<file path="config.mk">
export PLATFORM = sky130hd
export DESIGN_NAME = output_send_multi
export DESIGN_NICKNAME = d
export VERILOG_FILES = /design/src/rtl/output_send_multi.sv
export SDC_FILE = /design/constraint.sdc
export NUM_CORES = 1
export LEC_CHECK = 0
export BUFFER_PORTS_ARGS = -buffer_cell sky130_fd_sc_hd__clkbuf_2
export CORE_MARGIN = 10
export CORE_UTILIZATION = 59
export CTS_CLUSTER_DIAMETER = 200
export DETAILED_ROUTE_END_ITERATION = 10
export PLACE_DENSITY_LB_ADDON = 0.3
export SLEW_MARGIN = 20
export SYNTH_ARGS = -nofsm -noshare
export SYNTH_HDL_FRONTEND = slang
export SYNTH_SLANG_ARGS = --single-unit
</file>
<file path="constraint.sdc">
create_clock -name CLK -period 6 [get_ports CLK]
set_input_delay 0 -clock CLK [delete_from_list [all_inputs] [get_ports CLK]]
set_output_delay 0 -clock CLK [all_outputs]
set_load 0.03 [all_outputs]
</file>
<file path="src/rtl/output_send_multi.sv">
// output_send_multi: write-back sequencer for the convolution output buffer.
// Define OUTPUT_SEND_MULTI_POOL_EN to build the max-pool compare phase (CMP).
module output_send_multi #(
  parameter int NUM_CH = 6,
  parameter int ADDR_W = 16,
  parameter int CNT_W  = 8,
  parameter int POOL_K = 4
) (
  input  logic              CLK,
  input  logic              RST,
  input  logic              START,
  input  logic              POOL,
  input  logic [ADDR_W-1:0] BASE_ADDR,
  input  logic [CNT_W-1:0]  COUNT,
  input  logic [NUM_CH-1:0] CH_MASK,
  input  logic              MODULE_BUSY,
  output logic [ADDR_W-1:0] WADDRX,
  output logic              WCEBX,
  output logic              OUTPUT_EN,
  output logic [NUM_CH-1:0] OUTPUT_EN_CTRL,
  output logic              O_COMPARE_EN,
  output logic              O_COMPARE_MODE,
  output logic              O_COMPARE_SWITCH,
  output logic              OUTPUT_BUSY,
  output logic              DONE
);

  localparam int LANE_W = (NUM_CH > 1) ? $clog2(NUM_CH) : 1;

  typedef enum logic [1:0] {
    S_IDLE = 2'd0,
    S_WR   = 2'd1,
    S_FIN  = 2'd2
`ifdef OUTPUT_SEND_MULTI_POOL_EN
    , S_CMP = 2'd3
`endif
  } state_t;

  state_t            state_q, state_d;
  logic              stall_q, stall_d;
  logic [ADDR_W-1:0] addr_q, addr_d;
  logic [CNT_W-1:0]  pix_q, pix_d, count_q, count_d;
  logic [NUM_CH-1:0] mask_q, mask_d;
  logic [LANE_W-1:0] lane_q, lane_d, first_q, first_d;
  logic [LANE_W-1:0] start_first, next_lane;
  logic              next_found;
  logic              wr_act;

`ifdef OUTPUT_SEND_MULTI_POOL_EN
  localparam int CMP_W = $clog2(POOL_K);
  logic             pool_q, pool_d;
  logic [CMP_W-1:0] cmp_q, cmp_d;
`else
  logic unused_pool;
  assign unused_pool = POOL;
`endif

  // Lowest enabled lane of the incoming mask, and the next enabled lane above the current one.
  always_comb begin
    start_first = '0;
    next_lane   = '0;
    next_found  = 1'b0;
    for (int i = NUM_CH - 1; i >= 0; i--) begin
      if (CH_MASK[i]) start_first = LANE_W'(i);
      if (mask_q[i] && (i > int'(lane_q))) begin
        next_lane  = LANE_W'(i);
        next_found = 1'b1;
      end
    end
  end

  always_comb begin
    // NOTE: every variable gets a hold/default value first so no path leaves it unassigned (no latch).
    state_d = state_q;
    stall_d = 1'b0;
    addr_d  = addr_q;
    pix_d   = pix_q;
    count_d = count_q;
    mask_d  = mask_q;
    lane_d  = lane_q;
    first_d = first_q;
`ifdef OUTPUT_SEND_MULTI_POOL_EN
    pool_d  = pool_q;
    cmp_d   = cmp_q;
`endif
    case (state_q)
      S_IDLE: begin
        if (START) begin
          addr_d  = BASE_ADDR;
          count_d = COUNT;
          mask_d  = CH_MASK;
          first_d = start_first;
          lane_d  = start_first;
          pix_d   = '0;
`ifdef OUTPUT_SEND_MULTI_POOL_EN
          pool_d  = POOL;
          cmp_d   = '0;
`endif
          if (COUNT == '0 || CH_MASK == '0) state_d = S_FIN;
`ifdef OUTPUT_SEND_MULTI_POOL_EN
          else if (POOL) state_d = S_CMP;
`endif
          else state_d = S_WR;
        end
      end
      S_WR: begin
        if (!stall_q) begin
          addr_d = addr_q + 1'b1;
          if (next_found) begin
            lane_d = next_lane;
          end else begin
            lane_d = first_q;
            pix_d  = pix_q + 1'b1;
            if (pix_q == count_q - 1'b1) state_d = S_FIN;
`ifdef OUTPUT_SEND_MULTI_POOL_EN
            else if (pool_q) state_d = S_CMP;
`endif
          end
        end
      end
`ifdef OUTPUT_SEND_MULTI_POOL_EN
      S_CMP: begin
        if (!stall_q) begin
          if (cmp_q == CMP_W'(POOL_K - 1)) begin
            cmp_d   = '0;
            state_d = S_WR;
          end else begin
            cmp_d = cmp_q + 1'b1;
          end
        end
      end
`endif
      S_FIN:   state_d = S_IDLE;
      default: state_d = S_IDLE;
    endcase
    // A stall seen at this edge turns the following CMP/WR cycle into a bubble, keeping outputs register-decoded.
    if (state_q != S_IDLE && state_q != S_FIN && state_d != S_FIN) stall_d = MODULE_BUSY;
  end

  // NOTE: sequential state uses non-blocking assignments so every register samples pre-edge values.
  always_ff @(posedge CLK or posedge RST) begin
    if (RST) begin
      state_q <= S_IDLE;
      stall_q <= 1'b0;
      addr_q  <= '0;
      pix_q   <= '0;
      count_q <= '0;
      mask_q  <= '0;
      lane_q  <= '0;
      first_q <= '0;
`ifdef OUTPUT_SEND_MULTI_POOL_EN
      pool_q  <= 1'b0;
      cmp_q   <= '0;
`endif
    end else begin
      state_q <= state_d;
      stall_q <= stall_d;
      addr_q  <= addr_d;
      pix_q   <= pix_d;
      count_q <= count_d;
      mask_q  <= mask_d;
      lane_q  <= lane_d;
      first_q <= first_d;
`ifdef OUTPUT_SEND_MULTI_POOL_EN
      pool_q  <= pool_d;
      cmp_q   <= cmp_d;
`endif
    end
  end

  assign wr_act         = (state_q == S_WR) && !stall_q;
  assign WADDRX         = addr_q;
  assign WCEBX          = !wr_act;
  assign OUTPUT_EN      = wr_act;
  assign OUTPUT_EN_CTRL = wr_act ? (NUM_CH'(1) << lane_q) : '0;
  assign OUTPUT_BUSY    = (state_q != S_IDLE);
  assign DONE           = (state_q == S_FIN);

`ifdef OUTPUT_SEND_MULTI_POOL_EN
  assign O_COMPARE_EN     = (state_q == S_CMP) && !stall_q;
  assign O_COMPARE_MODE   = O_COMPARE_EN && (cmp_q != '0);
  assign O_COMPARE_SWITCH = pool_q && (state_q == S_WR);
`else
  assign O_COMPARE_EN     = 1'b0;
  assign O_COMPARE_MODE   = 1'b0;
  assign O_COMPARE_SWITCH = 1'b0;
`endif

endmodule

</file>
==> metrics.md <==
| Metric | Value |
|---|---|
| Run status | finished, final reports clean |
| Fin. max-slew vios | 0 |
| Count of antenna diodes in the layout | 0 |
| Cell types occupying the most area after synthesis | sky130_fd_sc_hd__dfrtp_1 40%, sky130_fd_sc_hd__nand2_1 7.8%, sky130_fd_sc_hd__o21ai_0 5.8% |
| Layout cells sized above 1 | 18.6% |
| Max Cap Violations | 0 |
| Met2 WL | 3.94 mm |
| CTS tree | done |
| Critical path class | flop to output port |
| Horizontal extent of the die | 89.4 µm |
| Req. time, crit path | 6.00 ns |
| Routed met3 length | 598 µm |
| Die ar. | 8000 µm² |
| Placeable core region | 4690 µm² |
| Post-synthesis instance area | 2840 µm² |
| Flip-flop and latch count after synthesis | 46 |
| All-Layer GR Usage | 20.4% |
| RSZ-0062 raised after global routing | no |
| Utilization after layout | 72.9% |
| Wire length of the first global-routing pass | 13.0 mm |
| Clock Skew | 0.0100 ns |
| Final Hold Vio Count | 0 |
| Cell at the root of the clock tree | sky130_fd_sc_hd__clkbuf_8 |
| Pin count of the biggest net entering global routing | 47 |
| Actual transition at the worst max-transition pin | 0.847 ns |
| I/O pin count | 64 |
| Unique masters post-synth | 50 |
| HP Start | CH_MASK[1] |
| Setup violations, final | 0 |
| Crit path DAT | 2.24 ns |
| Final routed DRC violation total | 0 |
| Detailed-route wire length | 7.97 mm |
| Highest clock rate | 0.446 GHz |
| Power density over the cells | 525 nW/µm² |
| Share of Yosys cell area claimed by the top area cell type | 40.5% |
| Starting DRT DRC Count | 276 |
| Leakage component of the power | 1.57 nW |
| Peak supply drop | 286 µV |
| Clock buffer count from CTS | 5 |
| Hold-fix buffers at CTS | 17 |
| DP Area | 3130 µm² |
| Number of global-route vias before repair | 2695 |
| H-Tree Level Count | 2 |
| Number of rows created at floorplan | 25 |
| Number of enable-type register cells in the synthesized netlist | 0 |
| Smallest hold slack | 0.0133 ns |
| Sequential element share of the synthesized area | 40.5% |
| Number of placed instances with taps included | 453 |
| Final cell area excluding filler cells | 3420 µm² |
| Post-cts gate resize count | 0 |
| Overall overflow remaining after global route | 0 |
| CTS clk-pin slew, worst paths | 0.09 ns |
| Clock sink total | 46 |
| Layout overhead on the synthesized area | 20.3% |
| Number of buffers on the longest clock path | 2 |
| Total number of vias | 2948 |
| Max_slew headroom | 43.6% |
| Number of antenna-violating nets in the routed design | 0 |
| Synth Instances | 358 |
| Post-CTS setup buffer count | 0 |
| Final critical delay including setup and external delays | 2.24 ns |
| Total negative setup slack | 0 ns |
| Post-synth top flop | sky130_fd_sc_hd__dfrtp_1 |
| Routed WL per cell | 16.7 µm |
| M1 wire length | 3.24 mm |
| Post-Syn Area per Cell | 7.94 µm² |
| Biggest fanout along the worst timing path | 20 |
| Routability congestion estimate | 0.863 |
| Number of iterations in the first detailed-routing pass | 5 |
| Post-detailed-route via-to-cell ratio | 6.17 |
| Warnings from Yosys | 0 |
| Share of async-settable or async-resettable flops after synthesis | 100% |
| Launch point of the worst reg-to-reg path | count_q[0] |
| Kind of path behind the tightest hold check | input pin to flop |
| Cell taking the most area after synthesis | sky130_fd_sc_hd__dfrtp_1 |
| Number of buffer cells added on primary ports | 59 |
| Crit start category | flop |
| Critical path startpoint | state_q[1] |
| Clk_lat worst skew | 0.30 ns |
| Antenna violations before repair | 0 |
| Post-detailed-placement half-perimeter wirelength | 5.43 mm |
| Die outline height | 89.4 µm |
| Net total in the final layout | 461 |
| Number of non-filler instances in the completed layout | 478 |
| Post-route fraction of the period consumed by the critical path | 37.4% |
| Highest metal layer with signal wires | met4 |
| Starting density of the core | 60.6% |
| Endpoint class of the critical path | output port |
[worst max-delay path: stages (launching register included)]
cell	delay, ns
sky130_fd_sc_hd__dfrtp_1	0.46
sky130_fd_sc_hd__nand2b_1	0.51
sky130_fd_sc_hd__nor2_1	0.34
sky130_fd_sc_hd__inv_1	0.12
sky130_fd_sc_hd__nor2_1	0.13
sky130_fd_sc_hd__and3_1	0.17
sky130_fd_sc_hd__clkbuf_2	0.20
[worst paths after layout]
path / to / slack [ns] / cells after the start
max: OUTPUT_EN_CTRL[3] / 3.76 / 6
min: mask_q[1] / 0.01 / 3
max reg2reg: state_q[0] / 3.91 / 7
min reg2reg: first_q[2] / 0.49 / 2
max in group asynchronous: state_q[0] / 5.23 / 4
min in group asynchronous: WADDRX[2] / 0.36 / 4
[stage by stage]
| stage | power [mW] | worst slack, ns |
|---|---|---|
| floorplan | 1.31 | 3.47 |
| global placement | 1.50 | 4.01 |
| detailed placement | 1.54 | 3.96 |
| CTS | 1.78 | 3.80 |
| global route | 1.93 | 3.50 |
| finish | 1.80 | 3.76 |
[layer usage]
metal	up-vias	GRT usage, %
met3	21	4.19
met5	-	0
met2	127	33.6
met4	0	6.94
met1	1402	25.9
li1	1398	-
[cells in the mapped netlist, types with 2 or more instances]
| cell | n |
|---|---|
| sky130_fd_sc_hd__a211oi_1 | 3 |
| sky130_fd_sc_hd__a21o_1 | 6 |
| sky130_fd_sc_hd__a21oi_1 | 31 |
| sky130_fd_sc_hd__a221oi_1 | 2 |
| sky130_fd_sc_hd__a22oi_1 | 4 |
| sky130_fd_sc_hd__a31oi_1 | 3 |
| sky130_fd_sc_hd__and3_1 | 6 |
| sky130_fd_sc_hd__buf_2 | 2 |
| sky130_fd_sc_hd__buf_4 | 5 |
| sky130_fd_sc_hd__clkbuf_1 | 15 |
| sky130_fd_sc_hd__dfrtp_1 | 46 |
| sky130_fd_sc_hd__ha_1 | 3 |
| sky130_fd_sc_hd__inv_1 | 11 |
| sky130_fd_sc_hd__nand2_1 | 59 |
| sky130_fd_sc_hd__nand2b_1 | 9 |
| sky130_fd_sc_hd__nand3_1 | 16 |
| sky130_fd_sc_hd__nand4_1 | 5 |
| sky130_fd_sc_hd__nor2_1 | 30 |
| sky130_fd_sc_hd__nor2b_1 | 2 |
| sky130_fd_sc_hd__nor3_1 | 8 |
| sky130_fd_sc_hd__nor4_1 | 9 |
| sky130_fd_sc_hd__o211ai_1 | 2 |
| sky130_fd_sc_hd__o21ai_0 | 33 |
| sky130_fd_sc_hd__o21bai_1 | 2 |
| sky130_fd_sc_hd__o22ai_1 | 4 |
| sky130_fd_sc_hd__o31ai_1 | 3 |
| sky130_fd_sc_hd__or3_1 | 6 |
| sky130_fd_sc_hd__or4_1 | 2 |
| sky130_fd_sc_hd__xnor2_1 | 7 |
| sky130_fd_sc_hd__xor2_1 | 4 |
[state kept, by name (all words and copies together) (netlist names)]
signal / flops
stall_q: 1
WADDRX: 16
pix_q: 8
mask_q: 5
count_q: 8
first_q: 3
state_q: 2
lane_q: 3
[cell type report]
cell class | count | area (µm²)
Fill cell | 356 | 1270
Sequential cell | 46 | 1150
Tap cell | 54 | 67.6
Timing Repair Buffer | 78 | 480
Multi-Input combinational cell | 281 | 1570
Inverter | 11 | 41.3
Clock buffer | 5 | 68.8
Clock inverter | 3 | 45.0
[layout by cell type, fill, tap and decap left out, drive strengths merged, types with 3 or more instances in the layout]
cell type	n
o22ai	4
nand4	5
ha	3
nor4	9
a31oi	4
clkbuf	64
xnor2	7
o21ai	33
a21oi	32
o31ai	3
conb	3
inv	10
nor3	8
or4	3
a211oi	3
a22oi	4
xor2	4
nand2	59
nand2b	9
or3	7
and3	6
dfrtp	46
nor2	30
a21o	6
dlygate4sd3	17
nand3	16
[cells by family after synthesis]
| group | count (synthesis) | synth area share (%) |
|---|---|---|
| simple gates | 159 | 26.6 |
| compound gates | 104 | 22.7 |
| flops | 46 | 40.5 |
| buf+inv | 33 | 5.10 |
| xor+xnor | 11 | 3.39 |
| fa+ha+maj | 3 | 1.32 |
| other cells | 1 | 0.132 |
| mux | 1 | 0.352 |
[where the power goes]
| part | leakage (nW) | total (mW) | switching [mW] | internal (mW) |
|---|---|---|---|---|
| Combinational | 0.961 | 0.930 | 0.583 | 0.348 |
| Clock | 0.0504 | 0.232 | 0.108 | 0.124 |
| Sequential | 0.563 | 0.632 | 0.193 | 0.439 |
| Total | 1.57 | 1.80 | 0.884 | 0.911 |
(Power assumes the default switching activity.)
